==> config.mk <==
export PLATFORM = sky130hd
export DESIGN_NAME = id_checking
export DESIGN_NICKNAME = d
export VERILOG_FILES = /design/src/rtl/id_pkg.sv /design/src/rtl/id_digit_collector.sv /design/src/rtl/id_checking.sv
export SDC_FILE = /design/constraint.sdc
export NUM_CORES = 1
export LEC_CHECK = 0
export CORE_MARGIN = 3
export CORE_UTILIZATION = 41
export CTS_BUF_LIST = sky130_fd_sc_hd__clkbuf_4 sky130_fd_sc_hd__clkbuf_8
export DETAILED_ROUTE_END_ITERATION = 8
export GPL_TIMING_DRIVEN = 1
export PLACE_DENSITY = 0.62
export SLEW_MARGIN = 15
export SYNTH_ARGS = -nofsm -noshare
export SYNTH_HDL_FRONTEND = slang
export SYNTH_SLANG_ARGS = --single-unit
==> constraint.sdc <==
create_clock -name clk -period 4 [get_ports clk]
set_input_delay 1 -clock clk [delete_from_list [all_inputs] [get_ports clk]]
set_output_delay 1 -clock clk [all_outputs]
set_load 0.03 [all_outputs]
==> src/rtl/id_pkg.sv <==
// Shared types and constants for the ID-entry front stage of the login path.
package id_pkg;

  localparam int ID_W   = 16;
  localparam int ADDR_W = 5;
  localparam int IDX_W  = 3;

  localparam logic [ID_W-1:0] EMPTY_ID = 16'hFFFF;

  typedef enum logic [3:0] {
    D1      = 4'd0,
    D2      = 4'd1,
    D3      = 4'd2,
    D4      = 4'd3,
    FETCH   = 4'd4,
    WAIT    = 4'd5,
    CATCH   = 4'd6,
    COMPARE = 4'd7,
    MATCHED = 4'd8,
    LOCKED  = 4'd9
  } state_t;

endpackage

==> src/rtl/id_digit_collector.sv <==
// Assembles four switch nibbles into the entered ID, most significant digit first.
module id_digit_collector
  import id_pkg::*;
(
  input  logic            clk,
  input  logic            rst,
  input  logic [3:0]      digit,
  input  logic            load,
  input  logic [1:0]      pos,
  input  logic            clear,
  output logic [ID_W-1:0] id,
  output logic            complete
);

  assign complete = load && (pos == 2'd3);

  always_ff @(posedge clk) begin
    if (!rst || clear) begin
      id <= '0;
    end else if (load) begin
      case (pos)
        2'd0:    id[15:12] <= digit;
        2'd1:    id[11:8]  <= digit;
        2'd2:    id[7:4]   <= digit;
        default: id[3:0]   <= digit;
      endcase
    end
  end

endmodule

==> src/rtl/id_checking.sv <==
// ID entry, sequential ROM scan and failed-attempt lockout ahead of the password stage.
//
// state   | meaning
// D1..D4  | waiting for digit 1..4 of the user ID
// FETCH   | drive ROM address of entry idx
// WAIT    | ROM read latency countdown
// CATCH   | capture ROM read data
// COMPARE | compare captured entry against entered ID
// MATCHED | hit held for the password stage until log_out
// LOCKED  | too many failed entries; only rst leaves
module id_checking
  import id_pkg::*;
#(
  parameter int              NUM_IDS      = 8,
  parameter int              ROM_LAT      = 2,
  parameter int              MAX_ATTEMPTS = 3,
  parameter int              GUEST_IDX    = 0,
  parameter logic [ID_W-1:0] EMPTY_ID     = id_pkg::EMPTY_ID
) (
  input  logic              clk,
  input  logic              rst,
  input  logic [3:0]        iddigit,
  input  logic              identer,
  input  logic              log_out,
  input  logic [ID_W-1:0]   q_ID_ROM,
  output logic [ADDR_W-1:0] addr_ID_ROM,
  output logic              matchID,
  output logic [IDX_W-1:0]  intID,
  output logic              isGuest,
  output logic              id_fail,
  output logic              locked
);

  localparam int CNT_W = (ROM_LAT > 1) ? $clog2(ROM_LAT) : 1;
  localparam int ATT_W = $clog2(MAX_ATTEMPTS + 1);
  localparam logic [IDX_W-1:0] LAST_IDX  = IDX_W'(NUM_IDS - 1);
  localparam logic [IDX_W-1:0] GUEST_SEL = IDX_W'(GUEST_IDX);
  localparam logic [CNT_W-1:0] WAIT_LOAD = (ROM_LAT > 0) ? CNT_W'(ROM_LAT - 1) : '0;

  state_t            state;
  logic [IDX_W-1:0]  idx;
  logic [CNT_W-1:0]  wait_cnt;
  logic [ID_W-1:0]   rom_data;
  logic [ATT_W-1:0]  attempts;
  logic [ID_W-1:0]   id_value;
  logic              id_complete;
  logic              digit_load;
  logic [1:0]        digit_pos;
  logic              hit, last_entry, fail_now, lock_now, id_clear;

  always_comb begin
    digit_load = 1'b0;
    digit_pos  = 2'd0;
    case (state)
      D1: begin digit_load = identer; digit_pos = 2'd0; end
      D2: begin digit_load = identer; digit_pos = 2'd1; end
      D3: begin digit_load = identer; digit_pos = 2'd2; end
      D4: begin digit_load = identer; digit_pos = 2'd3; end
      default: ;
    endcase
  end

  // Empty slots never match, so an entered FFFF can never log in.
  assign hit        = (rom_data == id_value) && (rom_data != EMPTY_ID);
  assign last_entry = (idx == LAST_IDX);
  assign fail_now   = (state == COMPARE) && !hit && last_entry;
  assign lock_now   = fail_now && (attempts == ATT_W'(MAX_ATTEMPTS - 1));
  assign id_clear   = (fail_now && !lock_now) || ((state == MATCHED) && log_out);

  id_digit_collector u_collector (
    .clk      (clk),
    .rst      (rst),
    .digit    (iddigit),
    .load     (digit_load),
    .pos      (digit_pos),
    .clear    (id_clear),
    .id       (id_value),
    .complete (id_complete)
  );

  always_ff @(posedge clk) begin
    if (!rst) begin
      state       <= D1;
      idx         <= '0;
      wait_cnt    <= '0;
      rom_data    <= '0;
      attempts    <= '0;
      addr_ID_ROM <= '0;
      matchID     <= 1'b0;
      intID       <= '0;
      isGuest     <= 1'b0;
      id_fail     <= 1'b0;
      locked      <= 1'b0;
    end else begin
      id_fail <= 1'b0;
      case (state)
        D1: if (identer) state <= D2;
        D2: if (identer) state <= D3;
        D3: if (identer) state <= D4;
        D4: if (id_complete) begin
          idx   <= '0;
          state <= FETCH;
        end
        FETCH: begin
          addr_ID_ROM <= {{(ADDR_W-IDX_W){1'b0}}, idx};
          wait_cnt    <= WAIT_LOAD;
          state       <= (ROM_LAT == 0) ? CATCH : WAIT;
        end
        WAIT: begin
          if (wait_cnt == '0) state <= CATCH;
          else                wait_cnt <= wait_cnt - 1'b1;
        end
        CATCH: begin
          rom_data <= q_ID_ROM;
          state    <= COMPARE;
        end
        COMPARE: begin
          if (hit) begin
            matchID  <= 1'b1;
            intID    <= idx;
            isGuest  <= (idx == GUEST_SEL);
            attempts <= '0;
            state    <= MATCHED;
          end else if (!last_entry) begin
            idx   <= idx + 1'b1;
            state <= FETCH;
          end else begin
            id_fail  <= 1'b1;
            attempts <= attempts + 1'b1;
            if (lock_now) begin
              locked <= 1'b1;
              state  <= LOCKED;
            end else begin
              state  <= D1;
            end
          end
        end
        MATCHED: if (log_out) begin
          matchID <= 1'b0;
          intID   <= '0;
          isGuest <= 1'b0;
          state   <= D1;
        end
        LOCKED: state <= LOCKED;
        default: state <= D1;
      endcase
    end
  end

endmodule

==> impl_results.html <==
<table>
<tr><th>Metric</th><th>Value</th></tr>
<tr><th colspan="2">Run status</th></tr>
<tr><td>Outcome</td><td>finished clean</td></tr>
<tr><th colspan="2">Critical path</th></tr>
<tr><td>Reg2reg path depth</td><td>5</td></tr>
<tr><td>Ordered cell list for the critical path</td><td>clkdlybuf4s50_1 -&gt; nor2b_1 -&gt; nand2_1 -&gt; nor2_1 -&gt; nor2_1 -&gt; nor2_1 -&gt; mux2i_1</td></tr>
<tr><td>Critical path's top delay family</td><td>simple AND/OR/NAND/NOR gates</td></tr>
<tr><td>Startpoint types</td><td>primary input</td></tr>
<tr><td>Biggest fanout along the worst timing path</td><td>6</td></tr>
<tr><td>Critical path startpoint</td><td>identer</td></tr>
<tr><td>Critical path endpoint category</td><td>register</td></tr>
<tr><td>Most prevalent standard cell on the critical path</td><td>sky130_fd_sc_hd__nor2_1</td></tr>
<tr><td>Worst reg2reg startpoint</td><td>state[0]</td></tr>
<tr><td>Critical path capture point</td><td>idx[2]</td></tr>
<tr><td>CP Data Required Time</td><td>4.23 ns</td></tr>
<tr><td>Worst path buffer plus inverter count</td><td>1</td></tr>
<tr><td>Arr. time, crit path</td><td>2.86 ns</td></tr>
<tr><td>Worst r2r dst</td><td>u_collector.id[3]</td></tr>
<tr><td>Worst setup path class</td><td>primary input to register</td></tr>
<tr><td>Number of cells on the critical path</td><td>7</td></tr>
<tr><td>Largest stage delay, worst path</td><td>0.52 ns</td></tr>
<tr><td>Highest-delay cell along the critical path</td><td>sky130_fd_sc_hd__clkdlybuf4s50_1</td></tr>
<tr><td>Register-to-register setup slack</td><td>1.89 ns</td></tr>
<tr><th colspan="2">Placement</th></tr>
<tr><td>Global placer's final weighted congestion</td><td>0.762</td></tr>
<tr><td>Half-perimeter wire length after placement</td><td>3780 µm</td></tr>
<tr><td>Number of buffer cells added on primary ports</td><td>33</td></tr>
<tr><td>Post-placement worst setup slack</td><td>1.10 ns</td></tr>
<tr><th colspan="2">Clock tree</th></tr>
<tr><td>Number of buffers inserted by post-CTS setup repair</td><td>0</td></tr>
<tr><td>Clock latency at the later pin of the worst-skew pair</td><td>0.31 ns</td></tr>
<tr><td>Max Buffers Root-to-Sink</td><td>2</td></tr>
<tr><td>Post-cts hold buffer count</td><td>0</td></tr>
<tr><td>Clock tree from TritonCTS</td><td>built</td></tr>
<tr><td>Maximum level of the CTS H-tree</td><td>2</td></tr>
<tr><td>Clock-pin slew of the registers on the worst-case setup and hold paths</td><td>0.09 ns</td></tr>
<tr><td>Clk sink count</td><td>52</td></tr>
<tr><td>Number of buffers created by CTS</td><td>5</td></tr>
<tr><td>Library cell used as clock root buffer</td><td>sky130_fd_sc_hd__clkbuf_8</td></tr>
<tr><td>Post-cts gate resize count</td><td>0</td></tr>
<tr><th colspan="2">Power</th></tr>
<tr><td>Leakage power of the design</td><td>0.00115 µW</td></tr>
<tr><td>Share of total power in the clock network</td><td>0.406</td></tr>
<tr><td>Peak VDD IR</td><td>0.000160 V</td></tr>
<tr><td>NetSw</td><td>235 µW</td></tr>
<tr><td>Switching portion of total power</td><td>0.222</td></tr>
<tr><td>Power per standard cell area</td><td>364 nW/µm²</td></tr>
<tr><td>Part of the total power dissipated in sequential elements</td><td>0.509</td></tr>
<tr><td>Internal power of the cells</td><td>820 µW</td></tr>
<tr><td>Post-layout power</td><td>1050 µW</td></tr>
<tr><td>Part of the total power dissipated in combinational logic</td><td>0.085</td></tr>
<tr><th colspan="2">Yosys</th></tr>
<tr><td>Cell type with the largest total area after synthesis</td><td>sky130_fd_sc_hd__dfxtp_1</td></tr>
<tr><td>Share of synthesized cell area in and, or, nand and nor gates</td><td>0.257</td></tr>
<tr><td>Number of enable flip-flop cells after synthesis</td><td>0</td></tr>
<tr><td>Number of warnings printed during yosys synthesis</td><td>0</td></tr>
<tr><td>Post-synthesis share of cell area spent on full adders, half adders and majority gates</td><td>0.0208</td></tr>
<tr><td>Synth unique cells</td><td>42</td></tr>
<tr><td>Cell types with the largest area share after synthesis</td><td>sky130_fd_sc_hd__dfxtp_1 43%, sky130_fd_sc_hd__mux2i_1 7.9%, sky130_fd_sc_hd__nand2_1 6.7%, sky130_fd_sc_hd__xor2_1 5.8%, sky130_fd_sc_hd__a21oi_1 5.0%</td></tr>
<tr><td>Synth Area in Compound Gates</td><td>0.0994</td></tr>
<tr><td>Combinational family with the most area after synthesis</td><td>simple AND/OR/NAND/NOR gates</td></tr>
<tr><td>Mean Syn Cell Area</td><td>8.91 µm²</td></tr>
<tr><td>Share of async-settable or async-resettable flops after synthesis</td><td>0</td></tr>
<tr><td>Synth Cell Area</td><td>2400 µm²</td></tr>
<tr><td>Dominant cell by count in the synthesized netlist</td><td>sky130_fd_sc_hd__dfxtp_1</td></tr>
<tr><td>Commonest cells post-synth</td><td>52 x sky130_fd_sc_hd__dfxtp_1, 43 x sky130_fd_sc_hd__nand2_1, 31 x sky130_fd_sc_hd__nor2_1</td></tr>
<tr><td>FF+latch count, synth</td><td>52</td></tr>
<tr><td>Area fraction of the dominant cell type after synthesis</td><td>0.433</td></tr>
<tr><td>Register area share after synthesis</td><td>0.433</td></tr>
<tr><td>Synthesized instance count</td><td>270</td></tr>
<tr><td>Multiplexer area fraction after synthesis</td><td>0.0791</td></tr>
<tr><td>Share of the synthesized netlist area taken by xor and xnor gates</td><td>0.0583</td></tr>
<tr><td>Primary flip-flop cell chosen by synthesis mapping</td><td>sky130_fd_sc_hd__dfxtp_1</td></tr>
<tr><th colspan="2">Global route</th></tr>
<tr><td>Global-route total usage across every layer</td><td>0.170</td></tr>
<tr><td>Maximum number of pins on one net before global-route repair</td><td>28</td></tr>
<tr><td>Met3 demand-to-capacity share in global routing</td><td>0.0336</td></tr>
<tr><td>Vias in the first global route</td><td>1774</td></tr>
<tr><td>First-pass GRT wire length</td><td>8800 µm</td></tr>
<tr><td>Grt ovf</td><td>0</td></tr>
<tr><td>Met2 capacity usage during global routing</td><td>0.238</td></tr>
<tr><td>Met1 global-route usage</td><td>0.259</td></tr>
<tr><td>Most heavily used metal layer in global routing</td><td>met1</td></tr>
<tr><td>Antenna violations before repair</td><td>0</td></tr>
<tr><th colspan="2">Routing</th></tr>
<tr><td>Starting DRT DRC Count</td><td>115</td></tr>
<tr><td>Number of routed nets with antenna violations</td><td>0</td></tr>
<tr><td>Total wirelength of the detailed-routed design</td><td>5200 µm</td></tr>
<tr><td>Avg WL per Cell</td><td>13.9 µm</td></tr>
<tr><td>Mean number of vias per cell</td><td>5.04</td></tr>
<tr><td>DRC</td><td>0</td></tr>
<tr><td>Number of detailed-route iterations in the first pass</td><td>4</td></tr>
<tr><td>Vias after detailed routing</td><td>1885</td></tr>
<tr><th colspan="2">Timing</th></tr>
<tr><td>Final Hold Fails</td><td>0</td></tr>
<tr><td>Final-layout setup total negative slack</td><td>0 ns</td></tr>
<tr><td>Fin crit share</td><td>0.658</td></tr>
<tr><td>Slack of the critical path</td><td>1.37 ns</td></tr>
<tr><td>RSZ-0062 raised after global routing</td><td>false</td></tr>
<tr><td>Achievable Freq</td><td>380 MHz</td></tr>
<tr><td>Transition at the pin with the smallest max-transition slack</td><td>0.680 ns</td></tr>
<tr><td>Final setup skew</td><td>0.0102 ns</td></tr>
<tr><td>Final period demand of the worst path</td><td>2.63 ns</td></tr>
<tr><td>Headroom to the max-slew limit</td><td>0.545</td></tr>
<tr><td>Setup violations, final</td><td>0</td></tr>
<tr><td>Hold Slack</td><td>0.471 ns</td></tr>
<tr><td>Number of slew-limit violations in the final report</td><td>0</td></tr>
<tr><th colspan="2">Layout</th></tr>
<tr><td>Count of inserted antenna diode cells</td><td>0</td></tr>
<tr><td>Combined flip-flop and latch cell area</td><td>1040 µm²</td></tr>
<tr><td>Multi-input gate area in the final layout</td><td>1240 µm²</td></tr>
<tr><td>Share of layout cells above drive strength 1</td><td>0.0762</td></tr>
<tr><td>Net count reported at finish</td><td>329</td></tr>
<tr><td>Area grow syn2layout</td><td>20.4%</td></tr>
<tr><td>Fill cell count</td><td>561</td></tr>
<tr><th colspan="2">Hold path</th></tr>
<tr><td>Min-delay worst type</td><td>register to register</td></tr>
<tr><th colspan="2">Floorplan</th></tr>
<tr><td>Floorplan Core Area</td><td>5610 µm²</td></tr>
<tr><td># IOs</td><td>36</td></tr>
<tr><td>Die Y-Extent</td><td>82.6 µm</td></tr>
<tr><td>Num rows</td><td>27</td></tr>
<tr><td>Total Die Area</td><td>6820 µm²</td></tr>
<tr><td>Die span in x</td><td>82.6 µm</td></tr>
<tr><td>Starting Density</td><td>0.429</td></tr>
<tr><th colspan="2">Run</th></tr>
<tr><td>Max cap viols</td><td>0</td></tr>
</table>
cell usage in the layout, fill, tap and decap left out, types with 2 or more instances in the layout:
cell,Yosys,routed
sky130_fd_sc_hd__dfxtp_1,52,52
sky130_fd_sc_hd__nand2_1,43,43
sky130_fd_sc_hd__clkdlybuf4s50_1,0,33
sky130_fd_sc_hd__nor2_1,31,31
sky130_fd_sc_hd__a21oi_1,24,24
sky130_fd_sc_hd__mux2i_1,19,19
sky130_fd_sc_hd__xor2_1,16,16
sky130_fd_sc_hd__nor3_1,12,12
sky130_fd_sc_hd__nand4_1,6,6
sky130_fd_sc_hd__inv_1,5,5
sky130_fd_sc_hd__nand3_1,5,5
sky130_fd_sc_hd__nand3b_1,5,5
sky130_fd_sc_hd__clkbuf_8,1,5
sky130_fd_sc_hd__nor4_1,4,4
sky130_fd_sc_hd__o21ai_0,4,4
sky130_fd_sc_hd__ha_1,4,4
sky130_fd_sc_hd__buf_4,6,4
sky130_fd_sc_hd__nand2b_1,2,2
sky130_fd_sc_hd__or3_1,2,2
sky130_fd_sc_hd__o211a_1,2,2
sky130_fd_sc_hd__conb_1,1,2
sky130_fd_sc_hd__bufinv_16,0,2
registers in the layout (all words and copies together), names as in the netlist:
signal / cells
addr_ID_ROM: 3
attempts: 2
id_fail: 1
idx: 3
intID: 3
isGuest: 1
locked: 1
matchID: 1
rom_data: 16
state: 4
u_collector.id: 16
wait_cnt: 1
power by group through the flow:
| stage | Combinational, µW | Clock [µW] | Sequential (µW) |
|---|---|---|---|
| after floorplan | 64.0 | 0 | 542 |
| after global placement | 88.7 | 0 | 549 |
| after detailed placement | 89.6 | 0 | 549 |
| after CTS | 89.9 | 438 | 537 |
| after global routing | 99.1 | 460 | 539 |
| final | 89.5 | 428 | 537 |
metal layers:
metal	vias up	part of all wire
li1	978	-
met1	862	0.53
met2	38	0.41
met3	7	0.040
met4	0	0.016
met5	-	0
cell families after synthesis:
group / after synthesis
mux: 19
compound gates: 37
xor+xnor: 16
simple gates: 121
fa+ha+maj: 4
other cells: 1
flops: 52
buf+inv: 20
metrics by stage:
| step | cells | area (µm²) | utilization |
|---|---|---|---|
| 2_1_floorplan | 271 | 2410 | - |
| 4_1_cts | 374 | 2900 | 0.516 |
| 6_report | 374 | 2900 | 0.516 |
| 3_3_place_gp | 366 | 2760 | 0.492 |
| 3_5_place_dp | 366 | 2760 | 0.492 |
| 5_1_grt | 374 | 2900 | 0.516 |
worst min path at each step:
stage / end / depth (start not counted) / from
6_report: locked / 1 / locked
2_1_floorplan: rom_data[14] / 2 / rom_data[14]
3_5_place_dp: locked / 1 / locked
3_3_place_gp: locked / 1 / locked
5_1_grt: locked / 1 / locked
4_1_cts: locked / 1 / locked
final cells by class:
class	instances	share of cell area
inverters	6	0.00778
clock inverters	3	0.0238
well taps	72	0.0311
clock buffers	5	0.0238
repair buffers	37	0.124
multi-input cells	199	0.430
flip-flops and latches	52	0.360
(Power assumes the default switching activity.)
